**config.mk**
```make
export PLATFORM = sky130hd
export DESIGN_NAME = npc_gen_flat
export DESIGN_NICKNAME = d
export VERILOG_FILES = /design/src/rtl/npc_pkg.sv /design/src/rtl/npc_gen_if.sv /design/src/rtl/npc_rdr_arb.sv /design/src/rtl/npc_gen.sv /design/src/flat_wrapper.sv
export SDC_FILE = /design/constraint.sdc
export NUM_CORES = 1
export LEC_CHECK = 0
export BUFFER_PORTS_ARGS = -buffer_cell sky130_fd_sc_hd__buf_2
export CORE_UTILIZATION = 40
export CTS_CLUSTER_SIZE = 25
export DETAILED_ROUTE_END_ITERATION = 10
export PLACE_DENSITY = 0.81
export SYNTH_ARGS = -nofsm -noshare
export SYNTH_HDL_FRONTEND = slang
export SYNTH_HIERARCHICAL = 1
export SYNTH_SLANG_ARGS = --single-unit
```
**constraint.sdc**
```tcl
create_clock -name clk -period 4.6 [get_ports clk]
set_clock_uncertainty 0.1 [all_clocks]
set_input_delay 0.69 -clock clk [delete_from_list [all_inputs] [get_ports clk]]
set_output_delay 0.69 -clock clk [all_outputs]
set_load 0.01 [all_outputs]
```
**src/rtl/npc_pkg.sv**
```systemverilog
// Shared definitions for the next-PC generator: default constants, pending-redirect
// FSM states and the sequential fetch-block successor function.
package npc_pkg;

    localparam int unsigned DEF_PC_W     = 32;
    localparam logic [31:0] DEF_RESET_PC = 32'h1c00_0000;

    typedef enum logic {
        IDLE,
        PEND
    } pend_state_e;

    // Index width for an n-channel encoder; never narrower than one bit.
    function automatic int unsigned idx_width(input int unsigned n);
        return (n > 1) ? $clog2(n) : 1;
    endfunction

    // Start of the next fetch block; callers truncate to their PC width, which wraps.
    function automatic logic [63:0] seq_next(input logic [63:0] pc, input int unsigned fetch_w);
        logic [63:0] step;
        step = 64'(4 * fetch_w);
        return (pc & ~(step - 64'd1)) + step;
    endfunction

endpackage

```
**src/rtl/npc_gen_if.sv**
```systemverilog
// Fetch-side bundle of the next-PC generator: redirect channels, predictor hint,
// fetch handshake and the generated PC. slave = npc_gen, master = surrounding pipeline.
interface npc_gen_if #(
    parameter int unsigned PC_W  = 32,
    parameter int unsigned N_RDR = 4
);

    logic                    if_ready;
    logic [N_RDR-1:0]        rdr_valid;
    logic [N_RDR*PC_W-1:0]   rdr_target;
    logic                    pred_taken;
    logic [PC_W-1:0]         pred_target;
    logic [PC_W-1:0]         pc_if;
    logic [PC_W-1:0]         npc;
    logic                    flush_if;
    logic                    pend_valid;
    logic                    addr_err;

    modport master (
        output if_ready, rdr_valid, rdr_target, pred_taken, pred_target,
        input  pc_if, npc, flush_if, pend_valid, addr_err
    );

    modport slave (
        input  if_ready, rdr_valid, rdr_target, pred_taken, pred_target,
        output pc_if, npc, flush_if, pend_valid, addr_err
    );

endinterface

```
**src/rtl/npc_rdr_arb.sv**
```systemverilog
// Fixed-priority redirect encoder: the lowest-numbered valid channel wins.
module npc_rdr_arb import npc_pkg::*; #(
    parameter int unsigned PC_W  = DEF_PC_W,
    parameter int unsigned N_RDR = 4,
    localparam int unsigned IDX_W = idx_width(N_RDR)
) (
    input  logic [N_RDR-1:0]      rdr_valid,
    input  logic [N_RDR*PC_W-1:0] rdr_target,
    output logic                  any_valid,
    output logic [IDX_W-1:0]      live_idx,
    output logic [PC_W-1:0]       live_tgt
);

    always_comb begin
        any_valid = 1'b0;
        live_idx  = '0;
        live_tgt  = '0;
        for (int unsigned i = 0; i < N_RDR; i++) begin
            if (rdr_valid[i] && !any_valid) begin
                any_valid = 1'b1;
                live_idx  = IDX_W'(i);
                live_tgt  = rdr_target[i*PC_W +: PC_W];
            end
        end
    end

endmodule

```
**src/rtl/npc_gen.sv**
```systemverilog
// Next-PC generator with a one-entry buffer for redirects raised while fetch stalls.
// Optional misaligned-PC flag built only when NPC_ADDR_ERR_EN is defined.
module npc_gen import npc_pkg::*; #(
    parameter int unsigned     PC_W     = DEF_PC_W,
    parameter int unsigned     FETCH_W  = 1,
    parameter int unsigned     N_RDR    = 4,
    parameter logic [PC_W-1:0] RESET_PC = PC_W'(DEF_RESET_PC)
) (
    input logic     clk,
    input logic     rst,
    npc_gen_if.slave bus
);

    localparam int unsigned IDX_W = idx_width(N_RDR);

    logic             any_valid;
    logic [IDX_W-1:0] live_idx;
    logic [PC_W-1:0]  live_tgt;
    logic             live_wins;

    pend_state_e      state_q, state_d;
    logic [PC_W-1:0]  pend_tgt_q, pend_tgt_d;
    logic [IDX_W-1:0] pend_idx_q, pend_idx_d;
    logic [PC_W-1:0]  pc_q;
    logic [PC_W-1:0]  npc_c;
    logic [PC_W-1:0]  seq_pc;

    npc_rdr_arb #(
        .PC_W  (PC_W),
        .N_RDR (N_RDR)
    ) u_arb (
        .rdr_valid  (bus.rdr_valid),
        .rdr_target (bus.rdr_target),
        .any_valid  (any_valid),
        .live_idx   (live_idx),
        .live_tgt   (live_tgt)
    );

    assign seq_pc = PC_W'(seq_next(64'(pc_q), FETCH_W));

    // A live redirect younger than the buffered one is dropped: it was already flushed.
    assign live_wins = any_valid && ((state_q == IDLE) || (live_idx <= pend_idx_q));

    always_comb begin
        npc_c = pc_q;
        if (!rst) begin
            npc_c = RESET_PC;
        end else if (bus.if_ready) begin
            if (live_wins) begin
                npc_c = live_tgt;
            end else if (state_q == PEND) begin
                npc_c = pend_tgt_q;
            end else if (bus.pred_taken) begin
                npc_c = bus.pred_target;
            end else begin
                npc_c = seq_pc;
            end
        end
    end

    always_comb begin
        state_d    = state_q;
        pend_tgt_d = pend_tgt_q;
        pend_idx_d = pend_idx_q;
        if (bus.if_ready) begin
            state_d = IDLE;
        end else if (live_wins) begin
            state_d    = PEND;
            pend_tgt_d = live_tgt;
            pend_idx_d = live_idx;
        end
    end

    always_ff @(posedge clk or negedge rst) begin
        if (!rst) begin
            state_q    <= IDLE;
            pend_tgt_q <= '0;
            pend_idx_q <= '0;
            pc_q       <= RESET_PC;
        end else begin
            state_q    <= state_d;
            pend_tgt_q <= pend_tgt_d;
            pend_idx_q <= pend_idx_d;
            pc_q       <= npc_c;
        end
    end

`ifdef NPC_ADDR_ERR_EN
    logic addr_err_q;

    always_ff @(posedge clk or negedge rst) begin
        if (!rst) begin
            addr_err_q <= 1'b0;
        end else begin
            addr_err_q <= (npc_c[1:0] != 2'b00);
        end
    end

    assign bus.addr_err = addr_err_q;
`else
    assign bus.addr_err = 1'b0;
`endif

    assign bus.pc_if      = pc_q;
    assign bus.npc        = npc_c;
    assign bus.flush_if   = live_wins;
    assign bus.pend_valid = (state_q == PEND);

endmodule

```
**src/flat_wrapper.sv**
```systemverilog
// flat-port wrapper written by rule: the top's interface ports become plain ports
module npc_gen_flat import npc_pkg::*;
#(
    parameter int unsigned     PC_W     = DEF_PC_W,
    parameter int unsigned     FETCH_W  = 1,
    parameter int unsigned     N_RDR    = 4,
    parameter logic [PC_W-1:0] RESET_PC = PC_W'(DEF_RESET_PC)
)
  (clk, rst, bus_if_ready, bus_rdr_valid, bus_rdr_target, bus_pred_taken, bus_pred_target, bus_pc_if, bus_npc, bus_flush_if, bus_pend_valid, bus_addr_err);
  npc_gen_if #(.PC_W(PC_W), .N_RDR(N_RDR)) bus_i ();
  input logic clk;
  input logic rst;
  input wire logic [$bits(bus_i.if_ready)-1:0] bus_if_ready;
  input wire logic [$bits(bus_i.rdr_valid)-1:0] bus_rdr_valid;
  input wire logic [$bits(bus_i.rdr_target)-1:0] bus_rdr_target;
  input wire logic [$bits(bus_i.pred_taken)-1:0] bus_pred_taken;
  input wire logic [$bits(bus_i.pred_target)-1:0] bus_pred_target;
  output wire logic [$bits(bus_i.pc_if)-1:0] bus_pc_if;
  output wire logic [$bits(bus_i.npc)-1:0] bus_npc;
  output wire logic [$bits(bus_i.flush_if)-1:0] bus_flush_if;
  output wire logic [$bits(bus_i.pend_valid)-1:0] bus_pend_valid;
  output wire logic [$bits(bus_i.addr_err)-1:0] bus_addr_err;
  assign bus_i.if_ready = bus_if_ready;
  assign bus_i.rdr_valid = bus_rdr_valid;
  assign bus_i.rdr_target = bus_rdr_target;
  assign bus_i.pred_taken = bus_pred_taken;
  assign bus_i.pred_target = bus_pred_target;
  assign bus_pc_if = bus_i.pc_if;
  assign bus_npc = bus_i.npc;
  assign bus_flush_if = bus_i.flush_if;
  assign bus_pend_valid = bus_i.pend_valid;
  assign bus_addr_err = bus_i.addr_err;
  npc_gen #(.PC_W(PC_W), .FETCH_W(FETCH_W), .N_RDR(N_RDR), .RESET_PC(RESET_PC)) u_core (.clk(clk), .rst(rst), .bus(bus_i));
endmodule
```
# --- Word-level counts from Yosys, hierarchy flattened ---
# Index checks and enable logic that the tools add are counted.
totals:
  wordCells: 36
  regBits: 67
  input_bits: 168
  output_inout_bits: 67
classes:
  n_bitwise: 2
  add_sub_neg: 1
  n_reduce_logical: 10
  mux: 18
  n_lt_le_gt_ge: 1
ops:
  columns: ["operator", "n"]
  rows:
  - ["32-bit two-way mux", 9]
  - ["32-bit by 3-bit adder with 32-bit output (second input constant)", 1]
  - ["1-bit two-way mux", 7]
  - ["1-bit logical AND", 4]
  - ["2-bit two-way mux", 2]
  - ["1-bit logical NOT", 3]
  - ["2-bit less-or-equal comparator", 1]
  - ["1-bit inverter", 2]
  - ["2-bit AND reduction", 1]
  - ["2-bit nonzero test", 1]
  - ["1-bit logical OR", 1]

# --- Depth between registers and ports, before layout ---
# Gate-level depths: netlist of run 1.
logic_depth:
  depth_word: 16
  ltp_mapped: 13
  ltp_nobuf: 10

# --- Cells and area by module ---
# Netlist of run 1, hierarchy kept.
by_module_without_submodules:
  columns: ["mod", "area_per_inst_um2", "cells_per_inst", "seq_area_each_um2", "n_inst"]
  rows:
  - ["npc_gen", 4225.3, 456, 1680.4, 1]
  - ["npc_rdr_arb", 934.6, 154, 0.0, 1]

# --- Worst setup path before layout of run 1 ---
# OpenSTA, ideal clock, no wires.
synth_path:
  path_kind: "input-to-output"
  from: "in bus_rdr_valid[0]"
  to: "out bus_npc[25]"
  n_path_buf: 3
  stages: 12
  setup_slack_ns: 0.702
  required_ns: 3.810
  arrival_ns: 3.108
  path_cell_list: "buf_6 > or3b_1 > buf_6 > nand2b_1 > ha_1 > nor2b_1 > o211ai_2 > nand2_1 > clkinv_1 > clkbuf_1 > o22ai_1 > o32ai_1"
synth_between:
  elab_chain_len: 16
  word_cells_on_any_way: 23
  cone_classes: "1 x order compare; 14 x mux; 8 x reduce/logical"
synth_rtl:
  columns: ["item", "line", "source"]
  rows:
  - ["from (decl)", "flat_wrapper.sv:14", "input wire logic [$bits(bus_i.rdr_valid)-1:0] bus_rdr_valid;"]
  - ["1-bit two-way mux (*)", "npc_rdr_arb.sv:19", "if (rdr_valid[i] && !any_valid) begin"]
  - ["1-bit logical NOT", "npc_rdr_arb.sv:19", null]
  - ["1-bit logical AND", "npc_rdr_arb.sv:19", null]
  - ["1-bit two-way mux (*)", "npc_rdr_arb.sv:19", null]
  - ["1-bit logical NOT", "npc_rdr_arb.sv:19", null]
  - ["1-bit logical AND", "npc_rdr_arb.sv:19", null]
  - ["1-bit two-way mux", "npc_rdr_arb.sv:19", null]
  - ["1-bit logical NOT", "npc_rdr_arb.sv:19", null]
  - ["1-bit logical AND", "npc_rdr_arb.sv:19", null]
  - ["2-bit two-way mux (*)", "npc_rdr_arb.sv:19", null]
  - ["named net u_core.live_idx[1]", "npc_gen.sv:17", "logic [IDX_W-1:0] live_idx;"]
  - ["2-bit less-or-equal comparator (*)", "npc_gen.sv:42", "assign live_wins = any_valid && ((state_q == IDLE) || (live_idx <= pend_idx_q));"]
  - ["1-bit logical OR (*)", "npc_gen.sv:42", null]
  - ["1-bit logical AND (*)", "npc_gen.sv:42", null]
  - ["32-bit two-way mux (*)", "npc_gen.sv:49", "if (live_wins) begin"]
  - ["32-bit two-way mux (*)", "npc_gen.sv:48", "end else if (bus.if_ready) begin"]
  - ["32-bit two-way mux (*)", "npc_gen.sv:46", "if (!rst) begin"]
  - ["to (decl)", "flat_wrapper.sv:19", "output wire logic [$bits(bus_i.npc)-1:0] bus_npc;"]
# The timed path passes the listed nets; every way through them passes the cells marked *.

# --- Worst setup path after layout of run 1 ---
layout_path:
  from: "in bus_rdr_valid[0]"
  to: "out bus_npc[20]"
layout_between:
  elab_chain_len: 16
  word_cells_on_any_way: 23
  cone_classes: "1 x order compare; 14 x mux; 8 x reduce/logical"
layout_rtl:
  columns: ["item", "line"]
  rows:
  - ["1-bit two-way mux (*)", "npc_rdr_arb.sv:19"]
  - ["1-bit logical NOT", "npc_rdr_arb.sv:19"]
  - ["1-bit logical AND", "npc_rdr_arb.sv:19"]
  - ["1-bit two-way mux", "npc_rdr_arb.sv:19"]
  - ["1-bit logical NOT", "npc_rdr_arb.sv:19"]
  - ["1-bit logical AND", "npc_rdr_arb.sv:19"]
  - ["1-bit two-way mux", "npc_rdr_arb.sv:19"]
  - ["1-bit logical NOT", "npc_rdr_arb.sv:19"]
  - ["1-bit logical AND", "npc_rdr_arb.sv:19"]
  - ["2-bit two-way mux (*)", "npc_rdr_arb.sv:19"]
  - ["named net u_core.live_idx[0]", "npc_gen.sv:17"]
  - ["2-bit less-or-equal comparator (*)", "npc_gen.sv:42"]
  - ["1-bit logical OR (*)", "npc_gen.sv:42"]
  - ["1-bit logical AND (*)", "npc_gen.sv:42"]
  - ["32-bit two-way mux (*)", "npc_gen.sv:49"]
  - ["32-bit two-way mux (*)", "npc_gen.sv:48"]
  - ["32-bit two-way mux (*)", "npc_gen.sv:46"]
# Marks and branches as above.

==> report_table.html, run 1 <==
<table>
<tr><th>Metric</th><th>Value</th></tr>
<tr><th colspan="2">GRT</th></tr>
<tr><td>Global-route usage over all layers</td><td>0.285</td></tr>
<tr><td>Gr ovfl total</td><td>0</td></tr>
<tr><td>Maximum number of pins on one net before global-route repair</td><td>46</td></tr>
<tr><td>Global-route wire length before repair</td><td>28,900 um</td></tr>
<tr><td>Vias in the first global route</td><td>5,392</td></tr>
<tr><td>Initial antenna violation count</td><td>2</td></tr>
<tr><th colspan="2">Clock tree</th></tr>
<tr><td>CTS tree</td><td>yes</td></tr>
<tr><td>Number of clock buffers inserted by TritonCTS</td><td>9</td></tr>
<tr><td>Insertion delay to the later sink of the worst-skew pair</td><td>0.34 ns</td></tr>
<tr><td>Level count of the clock H-tree</td><td>3</td></tr>
<tr><td>Clock root buffer</td><td>clkbuf_16</td></tr>
<tr><td>Clock slew at the register clock pins of the worst setup and hold paths</td><td>0.06 ns</td></tr>
<tr><td>Number of setup buffers added after CTS</td><td>0</td></tr>
<tr><td>Maximum count of clock buffers along a single path</td><td>2</td></tr>
<tr><td>Clock sink count</td><td>67</td></tr>
<tr><th colspan="2">Die</th></tr>
<tr><td>Standard-cell rows</td><td>41</td></tr>
<tr><td>DIE AREA</td><td>13,400 um2</td></tr>
<tr><td>Die span in y</td><td>116 um</td></tr>
<tr><td>Area of the core region</td><td>12,600 um2</td></tr>
<tr><td>Initial cell density of the core</td><td>0.409</td></tr>
<tr><td>IO Count</td><td>235</td></tr>
<tr><td>Die W</td><td>116 um</td></tr>
<tr><th colspan="2">Route</th></tr>
<tr><td># DRC</td><td>0</td></tr>
<tr><td>DR WL/cell</td><td>19.2 um</td></tr>
<tr><td>Number of design-rule violations left by the first detailed-router iteration</td><td>545</td></tr>
<tr><td>Via density per instance</td><td>5.96</td></tr>
<tr><td>First drt pass iteration count</td><td>6</td></tr>
<tr><td>Total wire length after detailed routing</td><td>19,100 um</td></tr>
<tr><td>Via count</td><td>5,939</td></tr>
<tr><td>Count of antenna-violating nets left after detailed routing</td><td>0</td></tr>
<tr><th colspan="2">Flow run</th></tr>
<tr><td>Max Cap Violations</td><td>0</td></tr>
<tr><th colspan="2">Synth</th></tr>
<tr><td>Mapped Avg Cell Area</td><td>8.46 um2</td></tr>
<tr><td>Synthesized Nets</td><td>781</td></tr>
<tr><td>Number of cells produced by synthesis</td><td>610</td></tr>
<tr><td>Share of synthesized area occupied by flip-flops and latches</td><td>0.326</td></tr>
<tr><td>Post-synth design cell area</td><td>5160 um2</td></tr>
<tr><td>EDFF count, synth</td><td>0</td></tr>
<tr><td>FF+latch count, synth</td><td>67</td></tr>
<tr><td>Synth async-reset ratio</td><td>1.00</td></tr>
<tr><td>Synth area leader</td><td>dfrtp_1</td></tr>
<tr><td>Flip-flop cell with the highest count after synthesis</td><td>dfrtp_1</td></tr>
<tr><td>Largest cells by area after synthesis</td><td>dfrtp_1, mux2_2, a221oi_1, nand2_1, o21ai_1</td></tr>
<tr><td>Yosys warnings</td><td>6</td></tr>
<tr><td>Area share of the leading cell type in the synthesized netlist</td><td>0.310</td></tr>
<tr><td>Count of different cell masters after synthesis</td><td>74</td></tr>
<tr><th colspan="2">STA</th></tr>
<tr><td>Summed negative setup slack over all endpoints</td><td>0 ns</td></tr>
<tr><td>Pins Over Slew Limit</td><td>0</td></tr>
<tr><td>Unrepaired setup endpoints after global routing</td><td>false</td></tr>
<tr><td>Time the final worst path needs with I/O delays and setup</td><td>4.23 ns</td></tr>
<tr><td>Final period util</td><td>0.919</td></tr>
<tr><td>Timing-limited maximum frequency</td><td>0.236 GHz</td></tr>
<tr><td>Slew Limit Headroom</td><td>0.524</td></tr>
<tr><td>Setup-violating endpoint count in the final report</td><td>0</td></tr>
<tr><td>Hold violation count in the final report</td><td>0</td></tr>
<tr><td>Slew at the pin with the worst max-slew slack</td><td>0.712 ns</td></tr>
<tr><th colspan="2">Place</th></tr>
<tr><td>Weighted congestion at the end of routability-driven global placement</td><td>0.959</td></tr>
<tr><td>Area after detailed placement</td><td>6420 um2</td></tr>
<tr><td>Sum of net half-perimeters after detailed placement</td><td>14,500 um</td></tr>
<tr><td>Number of port buffers</td><td>233</td></tr>
<tr><th colspan="2">Min path</th></tr>
<tr><td>Min-Delay Path Class</td><td>in -&gt; async</td></tr>
<tr><th colspan="2">Layout</th></tr>
<tr><td>Post-route cell area</td><td>6750 um2</td></tr>
<tr><td>Fraction of layout cells with a size suffix above 1</td><td>0.416</td></tr>
<tr><td>Net count reported at finish</td><td>991</td></tr>
<tr><td>FF+latch area</td><td>1680 um2</td></tr>
<tr><td>Fill cells</td><td>1,213</td></tr>
<tr><td>Total area of multi-input combinational cells</td><td>3160 um2</td></tr>
<tr><td>Area grow syn2layout</td><td>30.7%</td></tr>
<tr><td>Antenna cell count</td><td>0</td></tr>
<tr><th colspan="2">Setup path</th></tr>
<tr><td>Nature of the critical path startpoint</td><td>input pin</td></tr>
<tr><td>Data required, critical path</td><td>3.81 ns</td></tr>
<tr><td>Critical Path Sink Type</td><td>output port</td></tr>
<tr><td>Critical path fanouts, max</td><td>16</td></tr>
<tr><td>Endpoint arrival time on the critical path</td><td>3.44 ns</td></tr>
<tr><td>Type of the worst setup path</td><td>in -&gt; out</td></tr>
<tr><th colspan="2">Power and ir drop</th></tr>
<tr><td>Worst-case vdd ir drop</td><td>211 uV</td></tr>
<tr><td>Power density of the placed cells</td><td>336 nW/um2</td></tr>
<tr><td>Pleak</td><td>3.05 nW</td></tr>
<tr><th colspan="2">Run status</th></tr>
<tr><td>Run status</td><td>complete, no violations</td></tr>
</table>
[cells by family (layout without fill, tap and decap cells)]
group | Yosys count | in the layout | share of synthesized area
xor+xnor | 16 | 16 | 0.0272
flops | 67 | 67 | 0.326
mux | 42 | 42 | 0.0897
other cells | 1 | 1 | 0.000727
buf+inv | 68 | 283 | 0.0638
compound gates | 204 | 204 | 0.277
fa+ha+maj | 3 | 3 | 0.00728
simple gates | 209 | 209 | 0.209
[area by class of cell]
cell class                 instances  area share
timing repair buffer             252       0.194
multi-input combinational        475       0.468
inverter                          15     0.00890
sequential                        67       0.249
tap                              172      0.0319
clock buffer                      11      0.0360
clock inverter                     5      0.0115
[synthesized netlist by cell type (4+ instances only)]
master	instances
a211oi_1	10
a21oi_1	23
a221oi_1	31
a22oi_1	4
a2bb2oi_1	4
a31oi_1	8
buf_2	11
buf_4	4
buf_6	6
clkbuf_1	31
dfrtp_1	64
inv_1	13
mux2_2	34
mux2i_1	8
nand2_1	70
nand2b_1	5
nand3_1	16
nand4_1	8
nor2_1	33
nor2_2	20
nor2b_1	6
nor3_1	20
nor4_1	8
o211ai_1	10
o21ai_0	23
o21ai_1	30
o22ai_1	13
o31a_1	4
o31ai_1	6
or3_1	6
xnor2_1	9
xor2_1	7
[state kept, by name (all words and copies together), names as in the netlist]
register	cells
u_core/bus.pc_if	32
u_core/pend_tgt_q	32
u_core/pend_idx_q	2
u_core/bus.pend_valid	1
[final timing paths]
kind / start / slack (ns) / cells after the start / to
max: bus_rdr_valid[0] / 0.37 / 12 / bus_npc[20]
min: rst / 0.13 / 1 / u_core/bus.pc_if[16]
max reg2reg: u_core/pend_idx_q[1] / 1.86 / 9 / u_core/pend_tgt_q[3]
min reg2reg: u_core/pend_idx_q[1] / 0.41 / 1 / u_core/pend_idx_q[1]
max in group asynchronous: rst / 3.51 / 2 / u_core/bus.pc_if[10]
min in group clk: u_core/pend_idx_q[1] / 0.41 / 1 / u_core/pend_idx_q[1]
[cell usage in the layout, fill, tap and decap left out, drive strengths merged, types with 11 or more instances in the layout]
| cell type | instances |
|---|---|
| a21oi | 23 |
| a221oi | 31 |
| buf | 252 |
| clkbuf | 11 |
| dfrtp | 64 |
| inv | 13 |
| mux2 | 34 |
| nand2 | 70 |
| nand3 | 16 |
| nor2 | 53 |
| nor3 | 22 |
| o211ai | 11 |
| o21ai | 53 |
| o22ai | 13 |
[layer usage]
layer	GRT usage	wire (um)	vias to the layer above
met2	0.454	8780	354
met1	0.381	8130	2807
met4	0.113	554	2
met3	0.0523	1640	51
li1	-	-	2725
met5	0	11	-
[where the power goes]
part	switching (mW)	total [mW]	leakage (nW)	internal (mW)
registers	0.0980	0.803	0.838	0.705
logic	0.395	0.716	2.06	0.321
clock network	0.262	0.749	0.156	0.487
[critical path: stages]
cell and delay, ns:
buf_2 0.19, nor4b_4 0.38, or2_2 0.20, inv_1 0.04, ha_1 0.18, nor2b_1 0.23, o211ai_2 0.11, nand2_1 0.16
clkinvlp_4 0.32, or3_1 0.47, o22ai_1 0.26, buf_2 0.19
[through the flow]
step,hold WS [ns],std cells,power (mW),utilization,setup slack (ns)
finish,0.130,997,2.27,0.535,0.371
global placement,0.381,981,1.48,0.509,0.359
global route,0.140,997,2.37,0.535,0.145
floorplan,0.294,610,1.21,-,0.702
detailed placement,0.394,981,1.50,0.509,0.248
CTS,0.132,997,2.26,0.534,0.232
[timing repair]
action / 4_1_cts / 5_1_grt
endpoints found under the setup margin: 0 / 1
hold buffers: 0 / 0
resized for setup: 0 / 2
Power figures use the tool's default switching activity.
==> inputs of run 2 (changes only) <==
--- a/config.mk
+++ b/config.mk
@@ -9,7 +9,7 @@
 export CORE_UTILIZATION = 40
 export CTS_CLUSTER_SIZE = 25
 export DETAILED_ROUTE_END_ITERATION = 10
-export PLACE_DENSITY = 0.81
+export PLACE_DENSITY = 0.84
 export SYNTH_ARGS = -nofsm -noshare
 export SYNTH_HDL_FRONTEND = slang
 export SYNTH_HIERARCHICAL = 1
==> constraint.sdc (replaced) <==
create_clock -name clk -period 3.4 [get_ports clk]
set_clock_uncertainty 0.1 [all_clocks]
set_input_delay 0.51 -clock clk [delete_from_list [all_inputs] [get_ports clk]]
set_output_delay 0.51 -clock clk [all_outputs]
set_load 0.01 [all_outputs]
==> run 2 against run 1 <==
Against the previous run: critical path depth decreased by 1; sequential share of layout area fell by 1.6 points; utilization up 3.6 points; die area did not move; register-to-register slack lost 0.84 ns; critical path type unchanged; largest power group is now combinational logic; highest routed layer unchanged.
==> report_table.html, run 2 (synthesized netlist as in run 1, its figures left out) <==
<table>
<tr><th>Metric</th><th>Value</th></tr>
<tr><th colspan="2">Place</th></tr>
<tr><td>Pre-CTS worst setup slack</td><td>-0.102 ns</td></tr>
<tr><td>Number of port buffers</td><td>233</td></tr>
<tr><td>Dpl cells</td><td>1,011</td></tr>
<tr><td>Weighted congestion at the end of routability-driven global placement</td><td>0.965</td></tr>
<tr><td>Sum of net half-perimeters after detailed placement</td><td>15,200 um</td></tr>
<tr><td>Area after detailed placement</td><td>6710 um2</td></tr>
<tr><th colspan="2">Route</th></tr>
<tr><td>DR WL/cell</td><td>19.2 um</td></tr>
<tr><td>Count of antenna-violating nets left after detailed routing</td><td>0</td></tr>
<tr><td>Number of design-rule violations left by the first detailed-router iteration</td><td>552</td></tr>
<tr><td>Via count</td><td>6,126</td></tr>
<tr><td>Via density per instance</td><td>5.94</td></tr>
<tr><td>Total wire length after detailed routing</td><td>19,800 um</td></tr>
<tr><td># DRC</td><td>0</td></tr>
<tr><td>First drt pass iteration count</td><td>5</td></tr>
<tr><th colspan="2">GRT</th></tr>
<tr><td>Vias in the first global route</td><td>5,669</td></tr>
<tr><td>Global-route wire length before repair</td><td>29,600 um</td></tr>
<tr><td>Maximum number of pins on one net before global-route repair</td><td>33</td></tr>
<tr><td>Global-route usage over all layers</td><td>0.293</td></tr>
<tr><td>Initial antenna violation count</td><td>2</td></tr>
<tr><td>Gr ovfl total</td><td>0</td></tr>
<tr><th colspan="2">Setup path</th></tr>
<tr><td>Critical path fanouts, max</td><td>8</td></tr>
<tr><td>Most repeated library cell on the critical path</td><td>buf_6</td></tr>
<tr><td>Peak per-stage delay on the critical path</td><td>0.42 ns</td></tr>
<tr><td>Crit Reg-Reg Startpoint</td><td>u_core/pend_idx_q[1]</td></tr>
<tr><td>Critical Path Slowest Stage Cell</td><td>or3b_4</td></tr>
<tr><td>Data required, critical path</td><td>2.79 ns</td></tr>
<tr><td>Worst reg-to-reg setup slack</td><td>1.02 ns</td></tr>
<tr><td>Type of the worst setup path</td><td>in -&gt; out</td></tr>
<tr><td>Ordered list of cells on the worst path</td><td>buf_6 -&gt; or3b_4 -&gt; nand2b_4 -&gt; ha_4 -&gt; nor2b_4 -&gt; o211ai_2 -&gt; buf_6 -&gt; a222oi_1 -&gt; nor3_1 -&gt; o31a_1 -&gt; buf_2</td></tr>
<tr><td>Nature of the critical path startpoint</td><td>input pin</td></tr>
<tr><td>Capture point of the worst reg-to-reg path</td><td>u_core/pend_tgt_q[7]</td></tr>
<tr><td>Critical Path Sink Type</td><td>output port</td></tr>
<tr><td>Endpoint arrival time on the critical path</td><td>2.68 ns</td></tr>
<tr><td>Number of cells on the worst reg-to-reg path</td><td>10</td></tr>
<tr><th colspan="2">Layout</th></tr>
<tr><td>Fraction of layout cells with a size suffix above 1</td><td>0.473</td></tr>
<tr><td>Area grow syn2layout</td><td>39.7%</td></tr>
<tr><td>Net count reported at finish</td><td>1,028</td></tr>
<tr><td>Post-route cell area</td><td>7210 um2</td></tr>
<tr><td>Antenna cell count</td><td>0</td></tr>
<tr><td>Commonest cells after routing, fill and taps aside</td><td>buf_2, nand2_1, dfrtp_1</td></tr>
<tr><td>Non-filler instance count after layout</td><td>1,032</td></tr>
<tr><td>Fill cells</td><td>1,146</td></tr>
<tr><td>Leading cell type in the layout, fill and taps excluded</td><td>buf_2</td></tr>
<tr><th colspan="2">Power and ir drop</th></tr>
<tr><td>Fraction of power spent switching nets</td><td>0.337</td></tr>
<tr><td>Net switching power</td><td>1.05 mW</td></tr>
<tr><td>Clk pwr share</td><td>0.294</td></tr>
<tr><td>Comb pwr share</td><td>0.357</td></tr>
<tr><td>Pleak</td><td>3.27 nW</td></tr>
<tr><td>Worst-case vdd ir drop</td><td>300 uV</td></tr>
<tr><td>Power share of the sequential group</td><td>0.349</td></tr>
<tr><td>Power density of the placed cells</td><td>430 nW/um2</td></tr>
<tr><td>Internal power</td><td>2.06 mW</td></tr>
<tr><th colspan="2">Die</th></tr>
<tr><td>Die W</td><td>116 um</td></tr>
<tr><td>Standard-cell rows</td><td>41</td></tr>
<tr><td>Initial cell density of the core</td><td>0.409</td></tr>
<tr><td>IO Count</td><td>235</td></tr>
<tr><td>Die span in y</td><td>116 um</td></tr>
<tr><td>Area of the core region</td><td>12,600 um2</td></tr>
<tr><td>DIE AREA</td><td>13,400 um2</td></tr>
<tr><th colspan="2">STA</th></tr>
<tr><td>Worst hold slack across all endpoints</td><td>0.00386 ns</td></tr>
<tr><td>Pins Over Slew Limit</td><td>0</td></tr>
<tr><td>Slew Limit Headroom</td><td>0.632</td></tr>
<tr><td>Hold violation count in the final report</td><td>0</td></tr>
<tr><td>Final period util</td><td>0.967</td></tr>
<tr><td>Setup-violating endpoint count in the final report</td><td>0</td></tr>
<tr><td>Worst-case setup margin in the final layout</td><td>0.111 ns</td></tr>
<tr><td>Timing-limited maximum frequency</td><td>0.304 GHz</td></tr>
<tr><td>Time the final worst path needs with I/O delays and setup</td><td>3.29 ns</td></tr>
<tr><td>Slew at the pin with the worst max-slew slack</td><td>0.552 ns</td></tr>
<tr><th colspan="2">Clock tree</th></tr>
<tr><td>Level count of the clock H-tree</td><td>3</td></tr>
<tr><td>Clock slew at the register clock pins of the worst setup and hold paths</td><td>0.05 ns</td></tr>
<tr><td>Maximum count of clock buffers along a single path</td><td>2</td></tr>
<tr><td>Clock sink count</td><td>67</td></tr>
<tr><td>Clock root buffer</td><td>clkbuf_16</td></tr>
<tr><td>Number of clock buffers inserted by TritonCTS</td><td>9</td></tr>
<tr><td>Insertion delay to the later sink of the worst-skew pair</td><td>0.34 ns</td></tr>
<tr><td>CTS tree</td><td>yes</td></tr>
<tr><th colspan="2">Run status</th></tr>
<tr><td>Run status</td><td>complete, no violations</td></tr>
<tr><th colspan="2">Min path</th></tr>
<tr><td>Min-Delay Path Class</td><td>in -&gt; async</td></tr>
<tr><th colspan="2">Flow run</th></tr>
<tr><td>Max Cap Violations</td><td>0</td></tr>
</table>
## run 2: cell types whose count changed in the layout (fill, tap and decap cells not counted), sizes merged
cell      change
bufinv        -1
buf          +37
clkinv        +1
clkinvlp      -2
## run 2: cell type report
cell class                      count  area [um2]  share of cell area
Inverter                           15        57.6             0.00799
Sequential cell                    67        1680               0.233
Multi-Input combinational cell    475        3340               0.463
Timing Repair Buffer              289        1640               0.227
Clock inverter                      3        40.0             0.00556
Tap cell                          172         215              0.0299
Clock buffer                       11         243              0.0337
## run 2: timing repair
item                                    4_1_cts  5_1_grt
pin swaps                                     3       18
setup buffers                                 1        6
hold buffers                                  0        0
endpoints found under the setup margin       15       30
resized for setup                            12       28
## run 2: layer usage
metal | wire, um | vias to the layer above | GRT usage
li1 | - | 2806 | -
met1 | 8130 | 2839 | 0.381
met2 | 9080 | 406 | 0.473
met3 | 1800 | 71 | 0.0617
met4 | 777 | 4 | 0.121
met5 | 20 | - | 0
## run 2: worst max-delay path, delay by kind of cell
kind | cells | cell delay [ns]
AOI/OAI and AO/OA | 3 | 0.79
adders and majority gates | 1 | 0.14
buffers and inverters | 3 | 0.43
and+or+nand+nor | 4 | 0.80
## run 2: worst max path at each step
stage	cells past startpoint	start	end
after floorplan	11	bus_rdr_valid[0]	bus_npc[9]
after global placement	11	bus_rdr_valid[0]	bus_npc[12]
final	11	bus_rdr_valid[0]	bus_npc[17]
after detailed placement	11	bus_rdr_valid[0]	bus_npc[12]
after CTS	10	bus_rdr_valid[0]	bus_npc[27]
after global routing	11	bus_rdr_valid[1]	bus_npc[17]
## run 2: through the flow
| stage | setup TNS (ns) | util | total power [mW] |
|---|---|---|---|
| after floorplan | 0 | - | 1.66 |
| after global placement | -0.0269 | 0.532 | 2.08 |
| after detailed placement | -0.205 | 0.532 | 2.10 |
| after CTS | 0 | 0.559 | 3.04 |
| after global routing | -0.0157 | 0.571 | 3.25 |
| final | 0 | 0.571 | 3.10 |
## run 2: power groups by stage
stage	Sequential (mW)	Combinational [mW]	Clock, mW
global route	1.10	1.19	0.958
global placement	1.08	0.999	0
CTS	1.07	1.05	0.918
finish	1.08	1.11	0.912
detailed placement	1.09	1.02	0
floorplan	1.08	0.580	0
==> inputs of run 3 (changes only) <==
--- a/config.mk
+++ b/config.mk
@@ -6,6 +6,7 @@
 export NUM_CORES = 1
 export LEC_CHECK = 0
 export BUFFER_PORTS_ARGS = -buffer_cell sky130_fd_sc_hd__buf_2
+export CORE_MARGIN = 4
 export CORE_UTILIZATION = 40
 export CTS_CLUSTER_SIZE = 25
 export DETAILED_ROUTE_END_ITERATION = 10
==> run 3 against run 2 <==
Against the previous run: utilization is 1.1 points higher; sequential cell count stayed put; critical path type unchanged; routed wire length up 4.3%; non-clock buffer count increased by 5; total power fell by 0.33%; combinational power barely moved; die area grew 11%; via count rose by 1.8%; sequential share of layout area fell by 0.42 points; largest power group unchanged; clock-buffer cell count is 1 lower; hold slack improved by 0.40 ns; highest routed layer unchanged.
==> report_table.html, run 3 (synthesized netlist as in run 1, its figures left out) <==
<table>
<tr><th>Metric</th><th>Value</th></tr>
<tr><th colspan="2">Run status</th></tr>
<tr><td>Run status</td><td>complete, no violations</td></tr>
<tr><th colspan="2">Die</th></tr>
<tr><td>IO Count</td><td>235</td></tr>
<tr><td>DIE AREA</td><td>14,800 um2</td></tr>
<tr><td>Die span in y</td><td>122 um</td></tr>
<tr><td>Die W</td><td>122 um</td></tr>
<tr><td>Area of the core region</td><td>12,600 um2</td></tr>
<tr><td>Initial cell density of the core</td><td>0.409</td></tr>
<tr><td>Standard-cell rows</td><td>41</td></tr>
<tr><th colspan="2">GRT</th></tr>
<tr><td>Gr ovfl total</td><td>0</td></tr>
<tr><td>Vias in the first global route</td><td>5,811</td></tr>
<tr><td>Maximum number of pins on one net before global-route repair</td><td>46</td></tr>
<tr><td>Initial antenna violation count</td><td>2</td></tr>
<tr><td>Global-route wire length before repair</td><td>30,600 um</td></tr>
<tr><td>Global-route usage over all layers</td><td>0.265</td></tr>
<tr><th colspan="2">Setup path</th></tr>
<tr><td>Most repeated library cell on the critical path</td><td>buf_2</td></tr>
<tr><td>Endpoint arrival time on the critical path</td><td>2.78 ns</td></tr>
<tr><td>Critical path fanouts, max</td><td>7</td></tr>
<tr><td>Critical Path Slowest Stage Cell</td><td>a222oi_1</td></tr>
<tr><td>Data required, critical path</td><td>2.79 ns</td></tr>
<tr><td>Number of buffer and inverter instances along the worst setup path</td><td>4</td></tr>
<tr><td>Ordered list of cells on the worst path</td><td>buf_2 -&gt; nor4b_4 -&gt; or2_4 -&gt; inv_1 -&gt; ha_4 -&gt; nor2b_4 -&gt; o211ai_2 -&gt; buf_6 -&gt; a222oi_1 -&gt; nor3_1 -&gt; o31a_1 -&gt; buf_2</td></tr>
<tr><td>Critical Path Sink Type</td><td>output port</td></tr>
<tr><td>Peak per-stage delay on the critical path</td><td>0.35 ns</td></tr>
<tr><td>Family with the most delay on the worst path</td><td>compound AO/OA/AOI/OAI gates</td></tr>
<tr><td>Type of the worst setup path</td><td>in -&gt; out</td></tr>
<tr><td>Nature of the critical path startpoint</td><td>input pin</td></tr>
<tr><th colspan="2">STA</th></tr>
<tr><td>Time the final worst path needs with I/O delays and setup</td><td>3.39 ns</td></tr>
<tr><td>Slew Limit Headroom</td><td>0.540</td></tr>
<tr><td>Final period util</td><td>0.998</td></tr>
<tr><td>Timing-limited maximum frequency</td><td>0.295 GHz</td></tr>
<tr><td>Worst-case setup margin in the final layout</td><td>0.00748 ns</td></tr>
<tr><td>Setup-violating endpoint count in the final report</td><td>0</td></tr>
<tr><td>Slew at the pin with the worst max-slew slack</td><td>0.690 ns</td></tr>
<tr><td>Pins Over Slew Limit</td><td>0</td></tr>
<tr><td>Hold violation count in the final report</td><td>0</td></tr>
<tr><th colspan="2">Clock tree</th></tr>
<tr><td>Number of clock buffers inserted by TritonCTS</td><td>9</td></tr>
<tr><td>Insertion delay to the later sink of the worst-skew pair</td><td>0.34 ns</td></tr>
<tr><td>Maximum count of clock buffers along a single path</td><td>2</td></tr>
<tr><td>Clock slew at the register clock pins of the worst setup and hold paths</td><td>0.06 ns</td></tr>
<tr><td>Level count of the clock H-tree</td><td>3</td></tr>
<tr><td>CTS tree</td><td>yes</td></tr>
<tr><td>Clock sink count</td><td>67</td></tr>
<tr><td>Clock root buffer</td><td>clkbuf_16</td></tr>
<tr><th colspan="2">Power and ir drop</th></tr>
<tr><td>Fraction of power spent switching nets</td><td>0.352</td></tr>
<tr><td>Worst-case vdd ir drop</td><td>250 uV</td></tr>
<tr><td>Clk pwr share</td><td>0.284</td></tr>
<tr><td>Comb pwr share</td><td>0.364</td></tr>
<tr><td>Net switching power</td><td>1.09 mW</td></tr>
<tr><td>Pleak</td><td>3.30 nW</td></tr>
<tr><td>Internal power</td><td>2.00 mW</td></tr>
<tr><td>Power density of the placed cells</td><td>421 nW/um2</td></tr>
<tr><td>Power share of the sequential group</td><td>0.352</td></tr>
<tr><th colspan="2">Route</th></tr>
<tr><td>Via count</td><td>6,238</td></tr>
<tr><td>Total wire length after detailed routing</td><td>20,700 um</td></tr>
<tr><td>First drt pass iteration count</td><td>7</td></tr>
<tr><td>Count of antenna-violating nets left after detailed routing</td><td>0</td></tr>
<tr><td>Via density per instance</td><td>6.00</td></tr>
<tr><td># DRC</td><td>0</td></tr>
<tr><td>Number of design-rule violations left by the first detailed-router iteration</td><td>548</td></tr>
<tr><td>DR WL/cell</td><td>19.9 um</td></tr>
<tr><th colspan="2">Layout</th></tr>
<tr><td>Commonest cells after routing, fill and taps aside</td><td>buf_2, nand2_1, dfrtp_1</td></tr>
<tr><td>Fill cells</td><td>1,142</td></tr>
<tr><td>Fraction of layout cells with a size suffix above 1</td><td>0.483</td></tr>
<tr><td>Total area of multi-input combinational cells</td><td>3380 um2</td></tr>
<tr><td>Post-route cell area</td><td>7350 um2</td></tr>
<tr><td>Leading cell type in the layout, fill and taps excluded</td><td>buf_2</td></tr>
<tr><td>Net count reported at finish</td><td>1,033</td></tr>
<tr><td>Area grow syn2layout</td><td>42.4%</td></tr>
<tr><td>FF+latch area</td><td>1680 um2</td></tr>
<tr><th colspan="2">Place</th></tr>
<tr><td>Pre-CTS worst setup slack</td><td>-0.128 ns</td></tr>
<tr><td>Sum of net half-perimeters after detailed placement</td><td>15,500 um</td></tr>
<tr><td>Area after detailed placement</td><td>6740 um2</td></tr>
<tr><td>Number of port buffers</td><td>233</td></tr>
<tr><td>Weighted congestion at the end of routability-driven global placement</td><td>0.919</td></tr>
<tr><th colspan="2">Flow run</th></tr>
<tr><td>Max Cap Violations</td><td>0</td></tr>
<tr><th colspan="2">Min path</th></tr>
<tr><td>Min-Delay Path Class</td><td>reg -&gt; reg</td></tr>
</table>
==> run 3: per-layer routing <==
metal  track usage  part of all wire
met1         0.361              0.40
met2         0.420              0.47
met3        0.0436             0.096
met4         0.109             0.034
met5             0           0.00063
==> run 3: cell type report <==
cell class,count,area share
multi-input combinational,475,0.460
inverter,15,0.00801
timing repair buffer,294,0.235
sequential,67,0.229
clock buffer,10,0.0325
antenna,1,0.000341
tap,172,0.0293
clock inverter,6,0.00562
==> run 3: path summary, 6_finish.rpt <==
kind / depth (start not counted) / from / end / slack [ns]
min: 1 / u_core/pend_idx_q[1] / u_core/pend_idx_q[1] / 0.41
max: 12 / bus_rdr_valid[1] / bus_npc[17] / 0.007
max in group asynchronous: 3 / rst / u_core/bus.pc_if[9] / 1.87
min in group asynchronous: 2 / rst / u_core/pend_tgt_q[26] / 0.51
min reg2reg: 1 / u_core/pend_idx_q[1] / u_core/pend_idx_q[1] / 0.41
max reg2reg: 6 / u_core/bus.pc_if[20] / u_core/bus.pc_if[31] / 0.94
==> run 3: power groups by stage <==
stage / Sequential, mW / Combinational, mW / Clock (mW)
2_1_floorplan: 1.08 / 0.580 / 0
3_3_place_gp: 1.08 / 0.997 / 0
3_5_place_dp: 1.09 / 1.02 / 0
4_1_cts: 1.08 / 1.03 / 0.879
5_1_grt: 1.10 / 1.21 / 0.914
6_report: 1.09 / 1.13 / 0.878
==> run 3: through the flow <==
stage | setup TNS (ns) | power (mW) | instances | utilization | hold slack [ns]
detailed placement | -0.248 | 2.11 | 1011 | 0.534 | 0.306
global route | -0.170 | 3.23 | 1040 | 0.582 | 0.419
finish | 0 | 3.09 | 1040 | 0.582 | 0.405
global placement | -0.0658 | 2.08 | 1011 | 0.534 | 0.305
CTS | 0 | 2.99 | 1028 | 0.560 | 0.397
floorplan | 0 | 1.66 | 610 | - | 0.114
==> run 3: repair_timing <==
item | CTS | global route
hold buffers | 1 | 0
setup buffers | 0 | 11
pin swaps | 1 | 16
endpoints found under the hold margin | 7 | 0
gates resized for setup | 9 | 37
endpoints found under the setup margin | 8 | 32
